<file path="src/rtl/subtrator_8.sv">
// ============================================================================
//  Module   : subtrator_8
//  Function : Registered WIDTH-bit unsigned subtractor (ripple-borrow) with
//             zero, borrow and signed-overflow flags; one-cycle latency.
//  Revision : 1.0 - initial release
// ============================================================================
`default_nettype none

module subtrator_8 #(
    parameter int WIDTH = 8
) (
    input  logic             clk,
    input  logic             rst,
    input  logic             in_valid,
    input  logic [WIDTH-1:0] a,
    input  logic [WIDTH-1:0] b,
    output logic [WIDTH:0]   s,
    output logic             out_valid,
    output logic             zero,
    output logic             borrow,
    output logic             ovf_signed
);

    logic [WIDTH-1:0] w_diff;
    logic             w_bout;
    logic             w_zero;
    logic             w_ovf;

    logic [WIDTH:0]   r_s;
    logic             r_valid;
    logic             r_zero;
    logic             r_borrow;
    logic             r_ovf;

    // Ripple chain of full-subtractor cells; the running borrow is a loop
    // variable so the chain stays a single combinational cone.
    always_comb begin
        logic w_bin;
        w_bin  = 1'b0;
        w_diff = '0;
        for (int i = 0; i < WIDTH; i++) begin
            w_diff[i] = a[i] ^ b[i] ^ w_bin;
            w_bin     = (~a[i] & b[i]) | (~(a[i] ^ b[i]) & w_bin);
        end
        w_bout = w_bin;
    end

    assign w_zero = (a == b);
    assign w_ovf  = (a[WIDTH-1] != b[WIDTH-1]) && (w_diff[WIDTH-1] != a[WIDTH-1]);

    // Result and flags only move on an accepted operand pair.
    always_ff @(posedge clk) begin
        if (rst) begin
            r_s      <= '0;
            r_valid  <= 1'b0;
            r_zero   <= 1'b0;
            r_borrow <= 1'b0;
            r_ovf    <= 1'b0;
        end else begin
            r_valid <= in_valid;
            if (in_valid) begin
                r_s      <= {w_bout, w_diff};
                r_zero   <= w_zero;
                r_borrow <= w_bout;
                r_ovf    <= w_ovf;
            end
        end
    end

    assign s          = r_s;
    assign out_valid  = r_valid;
    assign zero       = r_zero;
    assign borrow     = r_borrow;
    assign ovf_signed = r_ovf;

endmodule

`default_nettype wire

</file>
<file path="config.mk">
export PLATFORM = sky130hd
export DESIGN_NAME = subtrator_8
export DESIGN_NICKNAME = d
export VERILOG_FILES = /design/src/rtl/subtrator_8.sv
export SDC_FILE = /design/constraint.sdc
export NUM_CORES = 1
export LEC_CHECK = 0
export CAP_MARGIN = 25
export CORE_ASPECT_RATIO = 1.4
export CORE_MARGIN = 1.5
export CORE_UTILIZATION = 30
export DETAILED_ROUTE_END_ITERATION = 8
export HOLD_SLACK_MARGIN = 0.06
export PLACE_DENSITY = 0.59
export SYNTH_ARGS = -nofsm -noshare
export SYNTH_HDL_FRONTEND = slang
export SYNTH_SLANG_ARGS = --single-unit
export TNS_END_PERCENT = 5
</file>
<file path="constraint.sdc">
create_clock -name clk -period 5.9 [get_ports clk]
set_input_delay 1.18 -clock clk [delete_from_list [all_inputs] [get_ports clk]]
set_output_delay 1.18 -clock clk [all_outputs]
set_load 0.1 [all_outputs]
</file>
Word-level counts from Yosys, hierarchy flattened
Cells that the tools add are included.

Bits in registers: 13. Input port bits: 19. Output and inout port bits: 13. Word-level logic and storage cells: 61.

Equal/unequal tests: 3. Bitwise logic cells: 52. Reduce and logical (&&, ||, !) cells: 1.

Operators with widths (count): 1-bit AND (15); 1-bit NOT (15); 1-bit bitwise XOR (15); 8-bit == test (1); 1-bit OR (7); 1-bit inequality test (2); 1-bit logical AND (1).

Depth between registers and ports, before layout
Gate-level depths: netlist of the first run.

Word-level depth: 17. Mapped depth: 15. Mapped depth without buffers: 15.

Worst setup path before layout of the first run
Ideal clock, no wire load.

Path type: input -> register. Start point: input a[0]. End point: register r_ovf (netlist: ovf_signed). Library setup time: 0.122 ns. Arrival time: 4.338 ns. Required time: 5.778 ns. Slack: 1.440 ns. Stages: 15. Path buffers: 0. Path through: inv_1 ha_1 inv_1 fa_1 inv_1 fa_1 fa_1 fa_1 fa_1 fa_1 inv_1 fa_1 xor2_1 a31oi_1 nor2_1.

Cells in the longest elaborated chain, start to end: 17.

Ends and longest elaborated chain: from (decl) (line 15) `input logic [WIDTH-1:0] a,`; 1-bit NOT (line 43) `w_bin = (~a[i] & b[i]) | (~(a[i] ^ b[i]) & w_bin);`; 1-bit AND (2 in a row) (line 43); 1-bit OR (line 43); 1-bit AND (line 43); 1-bit OR (line 43); 1-bit AND (line 43); 1-bit OR (line 43); 1-bit AND (line 43); 1-bit OR (line 43); 1-bit AND (line 43); 1-bit OR (line 43); 1-bit AND (line 43); 1-bit OR (line 43); 1-bit bitwise XOR (line 42) `w_diff[i] = a[i] ^ b[i] ^ w_bin;`; named net w_diff[7] (line 24) `logic [WIDTH-1:0] w_diff;`; 1-bit inequality test (line 49) `assign w_ovf = (a[WIDTH-1] != b[WIDTH-1]) && (w_diff[WIDTH-1] != a[WIDTH-1]);`; 1-bit logical AND (line 49); to (signal assigned) (line 65) `r_ovf <= w_ovf;`; to (decl) (line 33) `logic r_ovf;`.

The timed path passes the listed nets, and every way through them passes these cells. A chain may end at the register's enable or synchronous reset.

Final worst setup path of the first run
Ends and elaborated chain as after synthesis.

==> results of run 1 <==
## cells in the mapped netlist (2+ instances only)
| cell type | n |
|---|---|
| mux2i_1 | 2 |
| dfxtp_1 | 12 |
| nor2_2 | 2 |
| nor2_1 | 9 |
| ha_1 | 8 |
| nand4_1 | 2 |
| inv_1 | 14 |
| a211oi_2 | 7 |
| fa_1 | 7 |
## final timing paths
| path | cells after the start | endpoint | startpoint | slack, ns |
|---|---|---|---|---|
| setup / recovery | 16 | ovf_signed | a[0] | 1.13 |
| hold / removal | 2 | s[5] | s[5] | 0.49 |
| setup reg to reg | 3 | ovf_signed | ovf_signed | 5.11 |
| hold reg to reg | 2 | s[5] | s[5] | 0.49 |
## logic make-up (layout without fill, tap and decap cells)
family | count (synthesis) | count (layout) | share of synthesized area
adder cells (fa/ha/maj) | 15 | 15 | 0.302
AO/OA/AOI/OAI | 9 | 9 | 0.128
AND/OR/NAND/NOR | 16 | 16 | 0.110
buffers and inverters | 18 | 49 | 0.121
flip-flops | 12 | 12 | 0.302
XOR/XNOR | 1 | 1 | 0.0110
multiplexers | 2 | 2 | 0.0252
## layer usage
metal | vias to the layer above | track usage | part of all wire
li1 | 290 | - | -
met1 | 263 | 0.135 | 0.41
met2 | 21 | 0.188 | 0.49
met3 | 4 | 0.0226 | 0.076
met4 | 0 | 0.0643 | 0.020
met5 | - | 0 | 0
## worst max-delay path: cells and delay by family
family	cells	cell delay, ns
AOI/OAI and AO/OA	1	0.17
xor gates and xnor gates	1	0.18
adders and majority gates	8	2.66
buffers and inverters	5	0.68
and+or+nand+nor	1	0.05
## registers in the layout, summed over array words and instances (netlist names)
name,flops
borrow,1
ovf_signed,1
out_valid,1
zero,1
s,8
## power by group through the flow
stage / logic (mW) / clock network, mW / registers, mW
CTS: 0.119 / 0.0701 / 0.0915
global placement: 0.118 / 0 / 0.0931
global route: 0.126 / 0.0732 / 0.0921
floorplan: 0.0383 / 0 / 0.142
finish: 0.117 / 0.0670 / 0.0914
detailed placement: 0.118 / 0 / 0.0934
## stage by stage
step	setup WS [ns]	instance area (sq um)	utilization	hold slack, ns
6_report	1.13	1140	0.466	0.485
5_1_grt	0.945	1140	0.466	0.509
4_1_cts	1.12	1140	0.466	0.495
3_5_place_dp	0.801	1100	0.452	0.480
3_3_place_gp	0.853	1100	0.452	0.472
2_1_floorplan	1.44	795	-	0.929
## layout make-up
cell class / count / area [sq um]
tap: 34 / 42.5
timing repair buffer: 31 / 310
fill: 244 / 1300
inverter: 14 / 52.6
multi-input combinational: 43 / 458
sequential: 12 / 240
clock buffer: 4 / 36.3
==> impl_metrics.json, run 1 <==
{
  "grt_pass1_wl_um": 2510,
  "fin_setup_tns_ns": 0,
  "synth_cells": 73,
  "clock_latency_ns": 0.27,
  "portBuffers": 31,
  "synth_ff_type": "dfxtp_1",
  "initial_core_util": 0.325,
  "die_area_sq_um": 2970,
  "stdcell_count": 138,
  "drt_pre_antenna_iters": 2,
  "antenna_cells": 0,
  "crit_required_ns": 6.05,
  "yosysSeqAreaShare": 0.302,
  "core-area_sq_um": 2440,
  "clock_power_share": 0.243,
  "hold_class": "reg -> reg",
  "syn_nets": 107,
  "gp_congestion": 0.698,
  "tightest_slew_ns": 0.966,
  "worstSetupEndpointType": "register",
  "comb_power_share": 0.426,
  "ir_drop_uv": 139,
  "outcome": "finished, final reports clean",
  "drc": 0,
  "layout_common_cells": "clkdlybuf4s50_1, inv_1, dfxtp_1",
  "hpwl_um": 1160,
  "syn_area_sq_um": 795,
  "yosys_register_bits": 12,
  "rows": 21,
  "areaGrowthSynthToFinish_pct": 43.5,
  "synth_warnings": 0,
  "netlist_top_cells_area": "dfxtp_1, fa_1, ha_1",
  "antenna_left": 0,
  "antenna_found_initial": 0,
  "nets": 139,
  "power_mw": 0.276,
  "crit_chain": "clkdlybuf4s50_1 > inv_1 > ha_1 > inv_1 > fa_1 > inv_1 > fa_1 > fa_1 > fa_1 > fa_1 > fa_1 > inv_1 > fa_1 > xor2_1 > a31oi_1 > nor2_1",
  "hold_buffers": 0,
  "synth-edff-count": 0,
  "fmax_mhz": 210,
  "post-route-period-util": 0.809,
  "maxCapViolCount": 0,
  "routed_via_density": 4.19,
  "finalHoldViolations": 0,
  "crit_slowest_cell": "clkdlybuf4s50_1",
  "avgSynthCellArea_sq_um": 10.9,
  "die-width_um": 46.5,
  "yosys.area.top_type": "dfxtp_1",
  "drt_iter0_markers": 8,
  "grt_setup_unrepaired": "no",
  "cp_max_fo": 2,
  "synth_cell_type_count": 19,
  "clock_path_buffers": 2,
  "sw_frac_of_total": 0.406,
  "cpMostUsedCell": "fa_1",
  "die_h_um": 63.9,
  "num_io_pins": 32,
  "synth_top_area_share": 0.302,
  "relSlewSlack": 0.354,
  "num_vias": 578,
  "root_buffer": "clkbuf_4",
  "seqPwrFrac": 0.331,
  "clk_pin_slew_worst_paths_ns": 0.08,
  "setup_viol": 0,
  "postCtsSetupRepairBufs": 0,
  "slew_violations": 0,
  "critPathKind": "in -> reg",
  "grtUsageTotal": 0.116,
  "p_int_mw": 0.164,
  "grt.overflow.total": 0,
  "worst_setup_path_start_kind": "input pin",
  "place_inst": 134,
  "fin_crit_ns": 4.77,
  "cts_resized": 0,
  "final_common_cell": "clkdlybuf4s50_1",
  "skew_ns": 0,
  "htreeDepth": 1,
  "leakage_nw": 0.501,
  "wl_per_cell_um": 10.6,
  "arrival_ns": 4.92,
  "grt_pass1_vias": 614,
  "wl_um": 1460,
  "cts_tree": "built",
  "cts_buffers": 3,
  "layout-drive-gt1-share": 0.135,
  "synthArstFlopShare": 0,
  "cp_slowest_stage_delay_ns": 0.45,
  "cts.sinks": 12,
  "cellPowerDensity_nw_per_um2": 242,
  "grt_max_degree": 21,
  "power_switching_mw": 0.112
}
Power figures use the tool's default switching activity.
==> run 2, diff against run 1 <==
Clock period 5.9 ns to 4.8 ns, I/O delays scaled along.
==> run 2 against run 1 <==
Compared with the run above:
- register-to-register slack got worse by 1.1 ns
- first-iteration DRC count fell by 13%
- sequential power rose by 23%
- largest power group unchanged
- total power rose by 23%
- critical endpoint unchanged
- wire length rose by 3.2%
- largest cell class unchanged
==> impl_metrics.json, run 2 (same netlist as run 1, synthesis figures left out) <==
{
  "grt_max_degree": 21,
  "finalHoldViolations": 0,
  "hold_buffers": 0,
  "root_buffer": "clkbuf_4",
  "slew_violations": 0,
  "final_util": 0.470,
  "layout_common_cells": "clkdlybuf4s50_1, inv_1, dfxtp_1",
  "htreeDepth": 1,
  "core-area_sq_um": 2440,
  "tightest_slew_ns": 0.970,
  "initial_core_util": 0.325,
  "portBuffers": 31,
  "num_io_pins": 32,
  "r2r_slack_ns": 4.00,
  "cts_buffers": 3,
  "wl_per_cell_um": 10.8,
  "relSlewSlack": 0.351,
  "fin_setup_tns_ns": 0,
  "cellPowerDensity_nw_per_um2": 297,
  "fmax_mhz": 216,
  "antenna_found_initial": 0,
  "antenna_left": 0,
  "clk_pin_slew_worst_paths_ns": 0.08,
  "worstSetupEndpointType": "register",
  "grt_pass1_wl_um": 2480,
  "grt_setup_unrepaired": "no",
  "die-width_um": 46.5,
  "clock_path_buffers": 2,
  "grtUsageTotal": 0.118,
  "crit_required_ns": 4.94,
  "cp_max_fo": 2,
  "grt_pass1_vias": 573,
  "postCtsSetupRepairBufs": 0,
  "power_mw": 0.340,
  "arrival_ns": 4.76,
  "worst_setup_path_start_kind": "input pin",
  "skew_ns": 0,
  "pre_cts_ws_ns": -0.123,
  "die_h_um": 63.9,
  "whs_ns": 0.489,
  "fin_crit_ns": 4.62,
  "setup_viol": 0,
  "areaGrowthSynthToFinish_pct": 44.4,
  "cts_tree": "built",
  "drc": 0,
  "cts_resized": 0,
  "layout-drive-gt1-share": 0.143,
  "clock_latency_ns": 0.27,
  "drt_iter0_markers": 7,
  "outcome": "finished, final reports clean",
  "gp_congestion": 0.666,
  "drt_pre_antenna_iters": 3,
  "die_area_sq_um": 2970,
  "hold_class": "reg -> reg",
  "largest_register_ff_count": 8,
  "wl_um": 1500,
  "critPathKind": "in -> reg",
  "final_common_cell": "clkdlybuf4s50_1",
  "ir_drop_uv": 167,
  "timing.final.ws_setup_ns": 0.179,
  "antenna_cells": 0,
  "maxCapViolCount": 0,
  "rows": 21,
  "n_fill_cell": 245,
  "hpwl_um": 1200,
  "grt.overflow.total": 0,
  "nets": 140,
  "num_vias": 557,
  "cts.sinks": 12,
  "routed_via_density": 4.01,
  "post-route-period-util": 0.963,
  "leakage_nw": 0.506
}
[run 2: worst max-delay path, stage by stage]
cell and delay (ns):
clkdlybuf4s50_1 0.46, inv_1 0.04, ha_1 0.18, inv_1 0.06, fa_1 0.15, inv_1 0.04
fa_1 0.37, fa_1 0.39, fa_1 0.39, fa_1 0.39, fa_1 0.37, inv_1 0.08
fa_1 0.44, xor2_1 0.19, a31oi_1 0.19, nor2_1 0.05
[run 2: final timing paths]
check	from	cells past startpoint	endpoint
min reg2reg	s[6]	2	s[6]
max reg2reg	ovf_signed	3	ovf_signed
min	s[6]	2	s[6]
max	a[0]	16	ovf_signed
[run 2: where the power goes]
part | switching (mW) | internal (mW) | leakage (nW)
sequential | 0.00424 | 0.108 | 0.0993
clock | 0.0343 | 0.0461 | 0.0210
combinational | 0.0984 | 0.0496 | 0.385
[run 2: area by class of cell]
class | instances | area [sq um] | area share
tap | 34 | 42.5 | 0.0371
multi-input combinational | 43 | 458 | 0.399
sequential | 12 | 240 | 0.209
clock buffer | 4 | 36.3 | 0.0316
timing repair buffer | 32 | 318 | 0.277
inverter | 14 | 52.6 | 0.0458
[run 2: through the flow]
stage / instance area [sq um] / cells
after floorplan: 795 / 73
after global placement: 1110 / 135
after detailed placement: 1110 / 135
after CTS: 1150 / 139
after global routing: 1150 / 139
final: 1150 / 139
[run 2: metal layers]
metal / wire length [um] / up-vias / track usage
met1: 608 / 244 / 0.139
li1: - / 292 / -
met3: 113 / 2 / 0.0311
met4: 19 / 0 / 0.0750
met5: 0 / - / 0
met2: 762 / 19 / 0.182
